## config.mk

```make
export PLATFORM = sky130hd
export DESIGN_NAME = id_ex_stage
export DESIGN_NICKNAME = d
export VERILOG_FILES = /design/src/rtl/id_ex_stage.sv
export SDC_FILE = /design/constraint.sdc
export NUM_CORES = 1
export LEC_CHECK = 0
export BUFFER_PORTS_ARGS = -buffer_cell sky130_fd_sc_hd__buf_2
export CAP_MARGIN = 20
export CORE_AREA = 2 2 122 124
export CTS_CLUSTER_SIZE = 25
export DETAILED_ROUTE_END_ITERATION = 10
export DIE_AREA = 0 0 124 126
export GPL_TIMING_DRIVEN = 1
export PLACE_DENSITY_LB_ADDON = 0.3
export SLEW_MARGIN = 20
export SYNTH_ARGS = -nofsm -noshare
export SYNTH_HDL_FRONTEND = slang
export SYNTH_SLANG_ARGS = --single-unit
```

## constraint.sdc

```tcl
create_clock -name clk -period 6.2 [get_ports clk]
set_input_delay 0.31 -clock clk [delete_from_list [all_inputs] [get_ports clk]]
set_output_delay 0.31 -clock clk [all_outputs]
set_load 0.005 [all_outputs]
```

## src/rtl/id_ex_stage.sv

```systemverilog
// ID/EX pipeline register in front of the ALU.
// Holds the decoded operands and controls for the instruction in EX.
// Forwards MEM/WB results onto the ALU operands and picks the B operand.
// Flags load-use hazards so that upstream holds and EX takes a bubble.
module id_ex_stage #(
    parameter int XLEN   = 32,
    parameter bit FWD_EN = 1'b1
) (
    input  logic            clk,
    input  logic            rst_n,
    input  logic            stall,
    input  logic            flush,
    input  logic            id_valid,
    input  logic [4:0]      id_rs1_addr,
    input  logic [4:0]      id_rs2_addr,
    input  logic [4:0]      id_rd_addr,
    input  logic [XLEN-1:0] id_rs1_data,
    input  logic [XLEN-1:0] id_rs2_data,
    input  logic [XLEN-1:0] id_imm,
    input  logic [10:0]     id_ctrl,
    input  logic            mem_fwd_we,
    input  logic [4:0]      mem_fwd_rd,
    input  logic [XLEN-1:0] mem_fwd_data,
    input  logic            wb_fwd_we,
    input  logic [4:0]      wb_fwd_rd,
    input  logic [XLEN-1:0] wb_fwd_data,
    output logic            hazard_stall,
    output logic            ex_valid,
    output logic [XLEN-1:0] ex_scr_a,
    output logic [XLEN-1:0] ex_scr_b,
    output logic [XLEN-1:0] ex_store_data,
    output logic [3:0]      ex_alu_control,
    output logic [5:0]      ex_ctrl,
    output logic [4:0]      ex_rd_addr
);

    // Bit position of mem_read inside the 6-bit EX control field
    localparam int CTRL_MEM_READ = 1;

    logic            r_valid;
    logic [4:0]      r_rs1_addr;
    logic [4:0]      r_rs2_addr;
    logic [4:0]      r_rd_addr;
    logic [XLEN-1:0] r_rs1_data;
    logic [XLEN-1:0] r_rs2_data;
    logic [XLEN-1:0] r_imm;
    logic [3:0]      r_alu_ctl;
    logic            r_src_b_imm;
    logic [5:0]      r_ctrl;

    logic            w_load_use;
    logic            w_wb_hit_rs1;
    logic            w_wb_hit_rs2;
    logic            w_fwd_mem_a;
    logic            w_fwd_mem_b;
    logic            w_fwd_wb_a;
    logic            w_fwd_wb_b;
    logic [XLEN-1:0] w_op_a;
    logic [XLEN-1:0] w_op_b;

    // A load in EX whose rd is read by the instruction in ID cannot be
    // forwarded in time; a redirect makes the ID instruction irrelevant.
    assign w_load_use = id_valid && r_valid && r_ctrl[CTRL_MEM_READ]
                        && (r_rd_addr != 5'd0)
                        && ((id_rs1_addr == r_rd_addr) || (id_rs2_addr == r_rd_addr))
                        && !flush;

    // WB writes that target a stored source register; x0 is never written
    assign w_wb_hit_rs1 = wb_fwd_we && (wb_fwd_rd != 5'd0) && (wb_fwd_rd == r_rs1_addr);
    assign w_wb_hit_rs2 = wb_fwd_we && (wb_fwd_rd != 5'd0) && (wb_fwd_rd == r_rs2_addr);

    // Forwarding matches, disabled entirely in non-forwarding builds
    assign w_fwd_mem_a = FWD_EN && mem_fwd_we && (mem_fwd_rd != 5'd0) && (mem_fwd_rd == r_rs1_addr);
    assign w_fwd_mem_b = FWD_EN && mem_fwd_we && (mem_fwd_rd != 5'd0) && (mem_fwd_rd == r_rs2_addr);
    assign w_fwd_wb_a  = FWD_EN && w_wb_hit_rs1;
    assign w_fwd_wb_b  = FWD_EN && w_wb_hit_rs2;

    // EX register: reset, flush bubble, hold (with WB refresh), load-use bubble, or load from ID
    always_ff @(posedge clk or negedge rst_n) begin
        if (!rst_n) begin
            r_valid     <= 1'b0;
            r_rs1_addr  <= '0;
            r_rs2_addr  <= '0;
            r_rd_addr   <= '0;
            r_rs1_data  <= '0;
            r_rs2_data  <= '0;
            r_imm       <= '0;
            r_alu_ctl   <= '0;
            r_src_b_imm <= 1'b0;
            r_ctrl      <= '0;
        end else if (flush) begin
            r_valid     <= 1'b0;
            r_rs1_addr  <= '0;
            r_rs2_addr  <= '0;
            r_rd_addr   <= '0;
            r_rs1_data  <= '0;
            r_rs2_data  <= '0;
            r_imm       <= '0;
            r_alu_ctl   <= '0;
            r_src_b_imm <= 1'b0;
            r_ctrl      <= '0;
        end else if (stall) begin
            if (w_wb_hit_rs1) begin
                r_rs1_data <= wb_fwd_data;
            end
            if (w_wb_hit_rs2) begin
                r_rs2_data <= wb_fwd_data;
            end
        end else if (w_load_use || !id_valid) begin
            r_valid     <= 1'b0;
            r_rs1_addr  <= '0;
            r_rs2_addr  <= '0;
            r_rd_addr   <= '0;
            r_rs1_data  <= '0;
            r_rs2_data  <= '0;
            r_imm       <= '0;
            r_alu_ctl   <= '0;
            r_src_b_imm <= 1'b0;
            r_ctrl      <= '0;
        end else begin
            r_valid     <= 1'b1;
            r_rs1_addr  <= id_rs1_addr;
            r_rs2_addr  <= id_rs2_addr;
            r_rd_addr   <= id_rd_addr;
            r_rs1_data  <= id_rs1_data;
            r_rs2_data  <= id_rs2_data;
            r_imm       <= id_imm;
            r_alu_ctl   <= id_ctrl[10:7];
            r_src_b_imm <= id_ctrl[6];
            r_ctrl      <= id_ctrl[5:0];
        end
    end

    // Operand selection: MEM result is newest, then WB, then the stored value
    always_comb begin
        w_op_a = r_rs1_data;
        w_op_b = r_rs2_data;
        if (w_fwd_mem_a) begin
            w_op_a = mem_fwd_data;
        end else if (w_fwd_wb_a) begin
            w_op_a = wb_fwd_data;
        end
        if (w_fwd_mem_b) begin
            w_op_b = mem_fwd_data;
        end else if (w_fwd_wb_b) begin
            w_op_b = wb_fwd_data;
        end
    end

    assign hazard_stall   = w_load_use;
    assign ex_valid       = r_valid;
    assign ex_scr_a       = w_op_a;
    assign ex_scr_b       = r_src_b_imm ? r_imm : w_op_b;
    assign ex_store_data  = w_op_b;
    assign ex_alu_control = r_alu_ctl;
    assign ex_ctrl        = r_ctrl;
    assign ex_rd_addr     = r_rd_addr;

endmodule

```

==> results.ini <==
[layout]
final_common_cell = buf_2
drive_gt1_frac = 0.375
final_cell_mix = 314 x buf_2, 122 x dfrtp_1, 96 x nor2_1
fillers = 1277
fin_nets = 1172
syn_to_final_growth_pct = 33.2
utilization = 0.633

[global_routing]
grt_max_degree = 111
antenna_found_initial = 1
grt_pass1_vias = 6612
track_usage = 0.296
grt_pass1_wl_um = 35500
grt_overflow = 0

[routing]
met2_wirelength_um = 11700
drt-vias-per-instance = 6.00
vias = 7001
wl_met1_um = 9640
antenna_left = 0
top_layer = met4
routed_wl_um = 23800
dr_wl_met3_um = 2100
routedWlPerCell_um = 20.4
route.detailed.drc = 0
dr.first_iter.drc_count = 616
first_pass_iters = 5

[timing]
worstMarginPinSlew_ns = 0.907
grt_setup_unrepaired = false
final_max_slew_viol_count = 0
worst_slack_ns = 2.56
finalCritPeriodShare = 0.588
post-route-min-period_ns = 3.64
finClkSkew_ns = 0.0128
maxSlewHeadroom = 0.395
timing.fmax_mhz = 274
finalSetupTns_ns = 0
setup_viol = 0
whs_ns = 0.0965
hold_viol_final = 0

[pwr]
ir_worst_vdd_v = 0.000195
p_leak_uw = 0.00450
finalPower_uw = 2170
p_per_area_nw_per_um2 = 239

[synthesis]
synth_seq_cells = 123
mappedNetlistArea_um2 = 6800
yosysWarnings = 0
ys_types = 33
yosysSeqAreaShare = 0.452
syn_nets = 898
synthCells = 695
avgSynthCellArea_um2 = 9.79

[setup_path]
crit_start = r_rs2_addr[2]
crit_type = reg -> out
crit_path_max_fanout = 40
reg2reg_depth = 5
arrival_ns = 3.33
r2r_slack_ns = 3.23
startpoint_type = register
r2r-start = ex_rd_addr[0]
critPathCaptureType = output port
worstPathRequired_ns = 5.89
r2r_end = ex_alu_control[0]
crit_path_end = ex_store_data[17]

[run]
maxCapViolCount = 0

[clock_network]
path_clk_slew_ns = 0.06
worstSkewPairLatency_ns = 0.42
numCtsBuffers = 17
cts.repair.resized = 0
cts-root-buf = clkbuf_16
cts_buffer_depth = 2
cts_max_level = 4
cts_tree = built
cts_setup_buffers = 0
clock_sinks = 123

[die]
start_util = 0.475
rows = 44
die_h_um = 126
ios = 316
die_w_um = 124
fp.dieArea_um2 = 15600
coreArea_um2 = 14300

[run_status]
status = finished clean

[placed_design]
routabilityCongestion = 0.870
dp_hpwl_um = 16100
io_buffers = 315
post-place-ws_ns = 2.86

[min_path]
min_path_type = in -> reg

[state kept, by name (all words and copies together) (netlist names)]
| register | cells |
|---|---|
| ex_valid | 1 |
| ex_alu_control | 4 |
| r_imm | 32 |
| r_rs1_data | 32 |
| r_rs1_addr | 5 |
| r_rs2_data | 32 |
| r_rs2_addr | 5 |
| ex_ctrl | 6 |
| ex_rd_addr | 5 |
| r_src_b_imm | 1 |
[worst max-delay path, cell delays in order, from the launching register on]
cell      delay [ns]
dfrtp_1         0.43
xor2_1          0.18
nor3_2          0.21
buf_4           0.39
nand3_2         0.48
buf_4           0.46
a221oi_1        0.47
nor2_1          0.14
buf_2           0.15
[metal layers]
metal  global-route usage  vias to the layer above
li1                     -                     3188
met1                0.377                     3432
met2                0.493                      356
met3               0.0761                       25
met4               0.0892                        0
met5                    0                        -
[final cells by class]
cell class              instances  area, um^2  share of cell area
diodes                          1        2.50            0.000276
clock buffers                  19         443              0.0489
clock inverters                13         150              0.0166
inverters                       1        3.75            0.000414
multi-input cells             500        3480               0.384
flip-flops and latches        123        3080               0.340
well taps                     184         230              0.0254
repair buffers                326        1680               0.185
[worst min path at each step]
| stage | from | to | slack, ns | cells past startpoint |
|---|---|---|---|---|
| after detailed placement | rst_n | ex_ctrl[0] | 0.40 | 1 |
| final | id_rs1_data[13] | r_rs1_data[13] | 0.1 | 2 |
| after CTS | id_rs1_data[13] | r_rs1_data[13] | 0.08 | 2 |
| after global routing | id_rs1_data[12] | r_rs1_data[12] | 0.09 | 2 |
| after global placement | rst_n | ex_rd_addr[4] | 0.40 | 1 |
| after floorplan | rst_n | ex_alu_control[0] | 0.01 | 0 |
[Yosys cell counts]
| library cell | n | area, um^2 |
|---|---|---|
| nand4_1 | 1 | 6.26 |
| xnor2_1 | 20 | 175 |
| nor2_1 | 98 | 368 |
| o22ai_1 | 1 | 6.26 |
| a22o_1 | 58 | 508 |
| mux2i_1 | 32 | 320 |
| o2bb2ai_1 | 64 | 561 |
| nor2b_1 | 1 | 6.26 |
| a21oi_1 | 32 | 160 |
| and3_1 | 32 | 200 |
| and4_1 | 1 | 8.76 |
| o21a_1 | 1 | 7.51 |
| a21o_1 | 1 | 7.51 |
| o311a_1 | 1 | 10.0 |
| o21ai_0 | 1 | 5.00 |
| nand3_1 | 4 | 20.0 |
| clkbuf_1 | 53 | 199 |
| a2111oi_4 | 1 | 27.5 |
| nor3_1 | 3 | 15.0 |
| dfrtp_1 | 123 | 3080 |
| buf_2 | 11 | 55.1 |
| o211ai_1 | 1 | 7.51 |
| a22oi_1 | 32 | 240 |
| or3_1 | 1 | 6.26 |
| or4_1 | 3 | 22.5 |
| buf_1 | 7 | 26.3 |
| or2_2 | 1 | 6.26 |
| nand2_1 | 35 | 131 |
| xor2_1 | 10 | 87.6 |
| nand2b_1 | 1 | 6.26 |
| a221oi_1 | 32 | 280 |
| o31ai_1 | 32 | 240 |
| inv_1 | 1 | 3.75 |
[what timing repair did]
item | 4_1_cts | 5_1_grt
hold buffers | 1 | 0
setup endpoints to repair | 0 | 0
hold endpoints to repair | 55 | 0
[metrics by stage]
stage	area [um^2]	std cells
finish	9060	1167
global route	9060	1167
CTS	9060	1166
detailed placement	8450	1133
global placement	8450	1133
floorplan	6800	695
[report_power, final]
part | internal [uW] | total (uW) | switching (uW)
combinational | 145 | 320 | 175
clock | 637 | 995 | 358
sequential | 835 | 855 | 20.1
total | 1620 | 2170 | 553
[logic make-up (layout without fill, tap and decap cells)]
logic type / Yosys count / after routing / synth area share
other cells: 0 / 1 / 0
mux: 32 / 32 / 0.0471
flops: 123 / 123 / 0.452
buf+inv: 72 / 359 / 0.0418
xor+xnor: 30 / 30 / 0.0386
compound gates: 257 / 257 / 0.303
simple gates: 181 / 181 / 0.117
No activity file was read; power rests on OpenSTA's default activity.
